<file path="src/rtl/msg_scheduler.sv">
// SHA-256 message schedule expander: 16 loaded words, then 48 expanded words, through a 16-word sliding window.
// Optional build macro MSG_SCHED_PRECOMP_EN pre-adds the sigma0/W[t-7]/W[t-16] terms one cycle early.
module msg_scheduler (
  input  logic        clk,
  input  logic        reset,
  input  logic        en,
  input  logic        start,
  input  logic [31:0] w_in,
  output logic [31:0] w_out,
  output logic [5:0]  w_idx,
  output logic        w_valid,
  output logic        busy,
  output logic        done
);

  typedef enum logic [1:0] {IDLE, LOAD, EXPAND, DONE} state_t;

  state_t      state, state_next;
  logic [5:0]  t;
  logic [31:0] s [16];
  logic [31:0] n;
  logic        load_cyc;
  logic        exp_cyc;
`ifdef MSG_SCHED_PRECOMP_EN
  logic [31:0] p;
`endif

  function automatic logic [31:0] sig0(input logic [31:0] x);
    return {x[6:0], x[31:7]} ^ {x[17:0], x[31:18]} ^ (x >> 3);
  endfunction

  function automatic logic [31:0] sig1(input logic [31:0] x);
    return {x[16:0], x[31:17]} ^ {x[18:0], x[31:19]} ^ (x >> 10);
  endfunction

  always_ff @(posedge clk) begin
    if (reset) state <= IDLE;
    else       state <= state_next;
  end

  always_comb begin
    state_next = state;
    load_cyc   = 1'b0;
    exp_cyc    = 1'b0;
    case (state)
      IDLE:   if (en && start) state_next = LOAD;
      LOAD:   if (en) begin
                load_cyc = 1'b1;
                if (t == 6'd15) state_next = EXPAND;
              end
      EXPAND: if (en) begin
                exp_cyc = 1'b1;
                if (t == 6'd63) state_next = DONE;
              end
      DONE:   if (en) state_next = IDLE;
      default: state_next = IDLE;
    endcase
  end

  assign busy = (state == LOAD) || (state == EXPAND);

  // Next schedule word; s[14] = W[t-2], s[9] = W[t-7], s[1] = W[t-15], s[0] = W[t-16]
  always_comb begin
`ifdef MSG_SCHED_PRECOMP_EN
    n = sig1(s[14]) + p;
`else
    n = sig1(s[14]) + s[9] + sig0(s[1]) + s[0];
`endif
  end

  always_ff @(posedge clk) begin
    if (reset) begin
      t       <= '0;
      w_out   <= '0;
      w_idx   <= '0;
      w_valid <= 1'b0;
      done    <= 1'b0;
      for (int i = 0; i < 16; i++) s[i] <= '0;
    end else begin
      w_valid <= load_cyc || exp_cyc;
      done    <= en && (state == DONE);
      if (state == IDLE && en && start) t <= '0;
      if (load_cyc || exp_cyc) begin
        for (int i = 0; i < 15; i++) s[i] <= s[i+1];
        s[15] <= load_cyc ? w_in : n;
        w_out <= load_cyc ? w_in : n;
        w_idx <= t;
        t     <= t + 6'd1;
      end
    end
  end

`ifdef MSG_SCHED_PRECOMP_EN
  // Terms of next cycle's sum, seen through the window as it will be after this shift
  always_ff @(posedge clk) begin
    if (reset) begin
      p <= '0;
    end else if ((load_cyc && t >= 6'd14) || exp_cyc) begin
      p <= s[1] + s[10] + sig0(s[2]);
    end
  end
`endif

endmodule

</file>
<file path="config.mk">
export PLATFORM = sky130hd
export DESIGN_NAME = msg_scheduler
export DESIGN_NICKNAME = d
export VERILOG_FILES = /design/src/rtl/msg_scheduler.sv
export SDC_FILE = /design/constraint.sdc
export NUM_CORES = 1
export LEC_CHECK = 0
export ABC_AREA = 1
export CAP_MARGIN = 5
export CELL_PAD_IN_SITES_DETAIL_PLACEMENT = 1
export CELL_PAD_IN_SITES_GLOBAL_PLACEMENT = 1
export CORE_ASPECT_RATIO = 1.1
export CORE_UTILIZATION = 53
export CTS_CLUSTER_DIAMETER = 200
export DETAILED_ROUTE_END_ITERATION = 8
export GPL_TIMING_DRIVEN = 0
export HOLD_SLACK_MARGIN = 0.08
export PLACE_DENSITY = 0.88
export REMOVE_ABC_BUFFERS = 1
export SLEW_MARGIN = 30
export SYNTH_ARGS = -nofsm -noshare
export SYNTH_HDL_FRONTEND = slang
export SYNTH_SLANG_ARGS = --single-unit
</file>
<file path="constraint.sdc">
create_clock -name clk -period 33.2 [get_ports clk]
set_input_delay 8.3 -clock clk [delete_from_list [all_inputs] [get_ports clk]]
set_output_delay 8.3 -clock clk [all_outputs]
set_load 0.01 [all_outputs]
</file>
==> results.md, run 1 <==
- Status: completed
- Gr ovfl total: 0
- Post-Route WL: ~70 mm
- Async set-reset flop share out of synthesis: 0%
- WHS Path Cells: 2
- Die X-Extent: approximately 220 um
- Sink Count: 560
- Area delta synth->final: 11.9%
- Area of the multi-input gates: between 7000 and 8000 um^2
- FF+latch area: approximately 16,000 um^2
- DP HPWL: 50.8 mm
- CP Max Fanout: 103
- Total GRT Usage: 28.2%
- Mapped Area: 27,200 um^2
- Reg2reg setup slack: between 20 and 30 ns
- Final #Nets: 2,916
- Synth Area in Adders: 6.23%
- Area contributors post-synth: edfxtp_1, inv_1, nor2_1
- Top FF cell, synth: edfxtp_1
- Most common cell in the netlist: inv_1
- Number of remaining DRC errors: 0
- CTS max path bufs: 3
- Max Transition Viols Final: 0
- CTS tree: built
- Die Ht: 239 um
- Clk Latency, worst-skew pair: 0.62 ns
- Crit path kind: in -> reg
- Num CTS Buffers: 57
- Seq/Total Area, Yosys: about 60%
- Mux contribution to synthesized area: less than 1%
- Vias in the first global route: 19,500
- R2R cell count: 21
- R2R Path End: s[1][241]$_SDFFCE_PP0P_
- Number of synthesized flops with an enable pin: 512
- Std cell rows: 86
- Period utilisation layout: 34.3%
- Final min period: 11.38 ns
- Final setup violation count: 0
- Port Buffers: 76
- Syn_area_per_cell: 10.0 um^2
- Initial antenna violation count: 0
- Worst endpoint required time: 33.44 ns
- Initial Util: 53.9%
- RR Startpoint: s[0][40]$_SDFFCE_PN0P_
- Hold Crit Class: reg -> reg
- Die area: about 52,000 um^2
- End of the worst hold path: w_out[11]$_SDFFE_PP0P_
- Fillers: 5,453
- Starting DRT DRC Count: ~1,300
- Unrepaired setup endpoints after global routing: no
- GPL Wtd Cong: 0.924
- Postcts setup bufs: 0
- XOR/XNOR Fraction of Synth Area: 4.19%
- Clock Tree Root: clkbuf_16
- Core area: between 50,000 and 60,000 um^2
- Layout cell share with drive strength beyond 1: 7.49%
- Seq cells post-synth: 560
- Final hold violation count: 0
- Post-Syn Instances: approximately 2,700
- Largest family of logic cells by synthesized area: simple AND/OR/NAND/NOR gates
- Hold-fix buffers, CTS: 0
- Worst Setup Start Kind: primary input
- Pin count of the biggest net entering global routing: 104
- Yosys top cell by area: edfxtp_1
- Maxcap violations: 0
- Skew final: approximately 0.026 ns
- First-pass GRT wire length: 110 mm
- Yosys top cell area share: 56.6%
- Drt wl/cell: roughly 20 um
- Placed cell area: 28,600 um^2
- Simple-gate share of the synthesized area: about 15%
- Post-CTS sizing: 0
- WHS: around 0.46 ns
- Ports: 77
- Max Clk Rate: 0.0879 GHz
- Drt first pass iters: 5
- Clock slew at reported path FFs: 0.06 ns
- Slew headroom: 48.6%
- Htree depth: 2
- Vias per cell: between 5 and 6
- Synth warnings: 0
- Min-delay src: w_out[11]$_SDFFE_PP0P_
- Worst endpoint data arrival time: around 12 ns
- N_diodes: 0
- Detail Route Antenna Nets: 0
- Vias: 17,800
- Finished Cell Area: 30,400 um^2
- Post-synthesis compound-gate area fraction: 1.24%
- CP Capture Type: flop
- Worst-Margin Slew: 0.770 ns
- Synth unique cells: 37
- Post-synth top cells: inv_1, edfxtp_1, nor2_1, nand2_1, nand3_1
==> worst max-delay path by stage <==
stage                from                       to
finish                 en   s[0][75]$_SDFFCE_PN0P_
detailed placement     en  s[0][122]$_SDFFCE_PN0P_
floorplan              en    s[0][0]$_SDFFCE_PN0P_
CTS                    en   s[0][75]$_SDFFCE_PN0P_
global placement    reset  s[0][188]$_SDFFCE_PN0P_
global route           en   s[0][75]$_SDFFCE_PN0P_
==> flip-flops by register name, summed over array words and instances (netlist names) <==
signal and flops:
done 1, w_valid 1, w_idx 6, state 2
t 6, s 512, w_out 32
==> layer usage <==
layer | vias up | track usage (%) | wire [um]
met4 | 0 | 14.5 | 3940
met1 | 8876 | 32.6 | 27100
met3 | 197 | 3.99 | 3220
met2 | 511 | 50.8 | 37300
met5 | - | 0 | 0
li1 | 8199 | - | -
==> final cells by class <==
type	instances	area share, %
timing repair buffer	88	3.61
clock buffer	71	4.87
clock inverter	36	1.02
tap	660	2.72
inverter	799	9.92
multi-input combinational	1276	24.1
sequential	560	53.8
==> critical path, cell delays in order <==
cell	delay (ns)
clkdlybuf4s50_1	0.63
nand2_4	0.39
o21ai_2	0.34
nor2_4	0.19
inv_8	0.34
buf_16	0.40
buf_16	0.38
buf_16	0.42
==> logic make-up after synthesis <==
| logic type | Yosys count |
|---|---|
| muxes | 4 |
| DFF | 560 |
| adders and majority gates | 98 |
| AOI/OAI and AO/OA | 61 |
| buffers and inverters | 870 |
| xor gates and xnor gates | 130 |
| and+or+nand+nor | 983 |
==> stage by stage <==
| step | utilization [%] | std cells | setup TNS [ns] | worst slack, ns |
|---|---|---|---|---|
| global placement | 56.1 | 3371 | -597.33 | -1.24 |
| finish | 60.4 | 3490 | 0 | 21.82 |
| CTS | 60.4 | 3490 | 0 | 21.86 |
| detailed placement | 56.8 | 3383 | 0 | 21.19 |
| global route | 60.4 | 3490 | 0 | 21.65 |
| floorplan | - | 2635 | 0 | 12.74 |
==> layout by cell type (no fill, tap or decap), types with 22 or more instances in the layout <==
cell type	instances
nand3_1	84
fa_1	62
xnor2_1	61
ha_1	36
edfxtp_1	512
dfxtp_1	48
nand2_1	311
a21oi_1	22
xor2_1	69
clkdlybuf4s50_1	75
inv_1	793
or2_2	24
nor2_1	463
clkbuf_16	57
nor2_2	82
Power of run 1 is not shown: default switching activity piles up to over one toggle a cycle in this logic, so the estimate is an artifact.
==> run 2, diff against run 1 <==
Settings changed: CORE_UTILIZATION 53 to 49, PLACE_DENSITY 0.88 to 0.83.
Clock period 33.2 ns to 10.81 ns, I/O delays scaled along.
==> results.md, run 2 (synthesis gave the netlist of run 1 again) <==
- Clock slew at reported path FFs: 0.06 ns
- Num CTS Buffers: 60
- Worst-Margin Slew: 0.763 ns
- Clk Latency, worst-skew pair: 0.62 ns
- Top reg by flops: s
- Worst endpoint data arrival time: 6.35 ns
- Critical path endpoint: s[0][142]$_SDFFCE_PN0P_
- Worst endpoint required time: 11.08 ns
- Std cell rows: 90
- Initial antenna violation count: 0
- Max reg flops: 512
- Number of remaining DRC errors: 0
- Post-CTS sizing: 0
- Final setup violation count: 0
- Postcts setup bufs: 0
- Die X-Extent: 226 um
- Layout Cells excl Fill: ~3,600
- Layout Utilization: 55.7%
- Ports: 77
- Most common cell after layout, fill and taps aside: inv_1
- Initial Util: 49.5%
- Total GRT Usage: approximately a quarter
- Vias per cell: around 4.8
- Final min period: 6.09 ns
- Clock Tree Root: clkbuf_16
- Slew headroom: between 40 and 50%
- First-pass GRT wire length: 105 mm
- RR Startpoint: s[0][40]$_SDFFCE_PN0P_
- Die area: 56,400 um^2
- Core area: between 50,000 and 60,000 um^2
- Period utilisation layout: around 56%
- Drt wl/cell: 19.2 um
- Port Buffers: 76
- Skew final: about 0.022 ns
- CP startpoint: en
- Placed cells: 3,458
- Hold Crit Class: reg -> reg
- Die Ht: 249 um
- Sink Count: 560
- CTS tree: built
- CP Max Fanout: between 80 and 90
- N_diodes: 0
- Gr ovfl total: 0
- CP Capture Type: flop
- Post-Route WL: 68.5 mm
- Final hold violation count: 0
- Crit path kind: in -> reg
- Worst Setup Start Kind: primary input
- Drt first pass iters: 4
- Max Clk Rate: 0.164 GHz
- Hold-fix buffers, CTS: 0
- FF+latch area: 16,300 um^2
- Final #Nets: 2,918
- Pin count of the biggest net entering global routing: 101
- CTS max path bufs: 3
- Status: completed
- Starting DRT DRC Count: 1,022
- Htree depth: 2
- Max Transition Viols Final: 0
- Vias: ~17,000
- Commonest non-fill, non-tap cells in the layout: inv_1, edfxtp_1, nor2_1
- Layout cell share with drive strength beyond 1: 7.38%
- GPL Wtd Cong: 0.876
- Reg2reg setup slack: 6.09 ns
- Maxcap violations: 0
- Unrepaired setup endpoints after global routing: no
- Vias in the first global route: about 19,000
- R2R cell count: 20
- Top flop regs: s x512, w_out x32
- Area delta synth->final: 12.5%
- Detail Route Antenna Nets: 0
- R2R Path End: s[1][253]$_SDFFCE_PP0P_
- Area of the multi-input gates: 7330 um^2
- DP HPWL: 49.9 mm
- Fillers: between 6,000 and 7,000
[run 2: cell types whose count changed in the layout (fill, tap and decap cells not counted), sizes merged]
cell / change
buf: -1
bufinv: +1
clkbuf: +1
clkinv: +6
clkinvlp: -3
inv: -1
[run 2: worst min-delay path by stage]
stage,startpoint,end,depth (start not counted)
floorplan,t[5]$_SDFFE_PP0P_,t[5]$_SDFFE_PP0P_,2
global placement,w_out[18]$_SDFFE_PP0P_,w_out[18]$_SDFFE_PP0P_,2
detailed placement,w_out[31]$_SDFFE_PP0P_,w_out[31]$_SDFFE_PP0P_,2
CTS,w_out[17]$_SDFFE_PP0P_,w_out[17]$_SDFFE_PP0P_,2
global route,w_out[31]$_SDFFE_PP0P_,w_out[31]$_SDFFE_PP0P_,2
finish,w_out[19]$_SDFFE_PP0P_,w_out[19]$_SDFFE_PP0P_,2
[run 2: stage by stage]
stage | hold slack, ns | TNS (ns) | cell area [um^2] | worst slack (ns)
finish | 0.455 | 0 | 30600 | 4.72
detailed placement | 0.446 | 0 | 28700 | 3.99
global route | 0.471 | 0 | 30600 | 4.43
floorplan | 0.468 | -2074.94 | 26700 | -4.05
CTS | 0.459 | 0 | 30600 | 4.64
global placement | 0.438 | - | 28300 | -18.32
[run 2: per-layer routing]
metal	routed length, um	share of wire [%]	vias up	GRT usage [%]
met1	27600	40	8429	31.3
met5	0	0	-	0
li1	-	-	8200	-
met4	2540	3.7	0	9.07
met3	2560	3.7	108	3.22
met2	35800	52	320	44.7
[run 2: area by class of cell]
class | count | area share, %
clock buffers | 72 | 5.13
clock inverters | 39 | 1.03
inverters | 799 | 9.87
multi-input cells | 1276 | 24.0
flip-flops and latches | 560 | 53.5
well taps | 736 | 3.01
repair buffers | 87 | 3.50
[run 2: worst max-delay path, cell delays in order]
cell	delay [ns]
clkdlybuf4s50_1	0.60
nand2_4	0.39
o21ai_2	0.34
nor2_4	0.18
buf_16	0.23
inv_8	0.23
buf_16	0.40
buf_16	0.40
buf_16	0.37
buf_16	0.33
Power of run 2 is left out for the same reason.
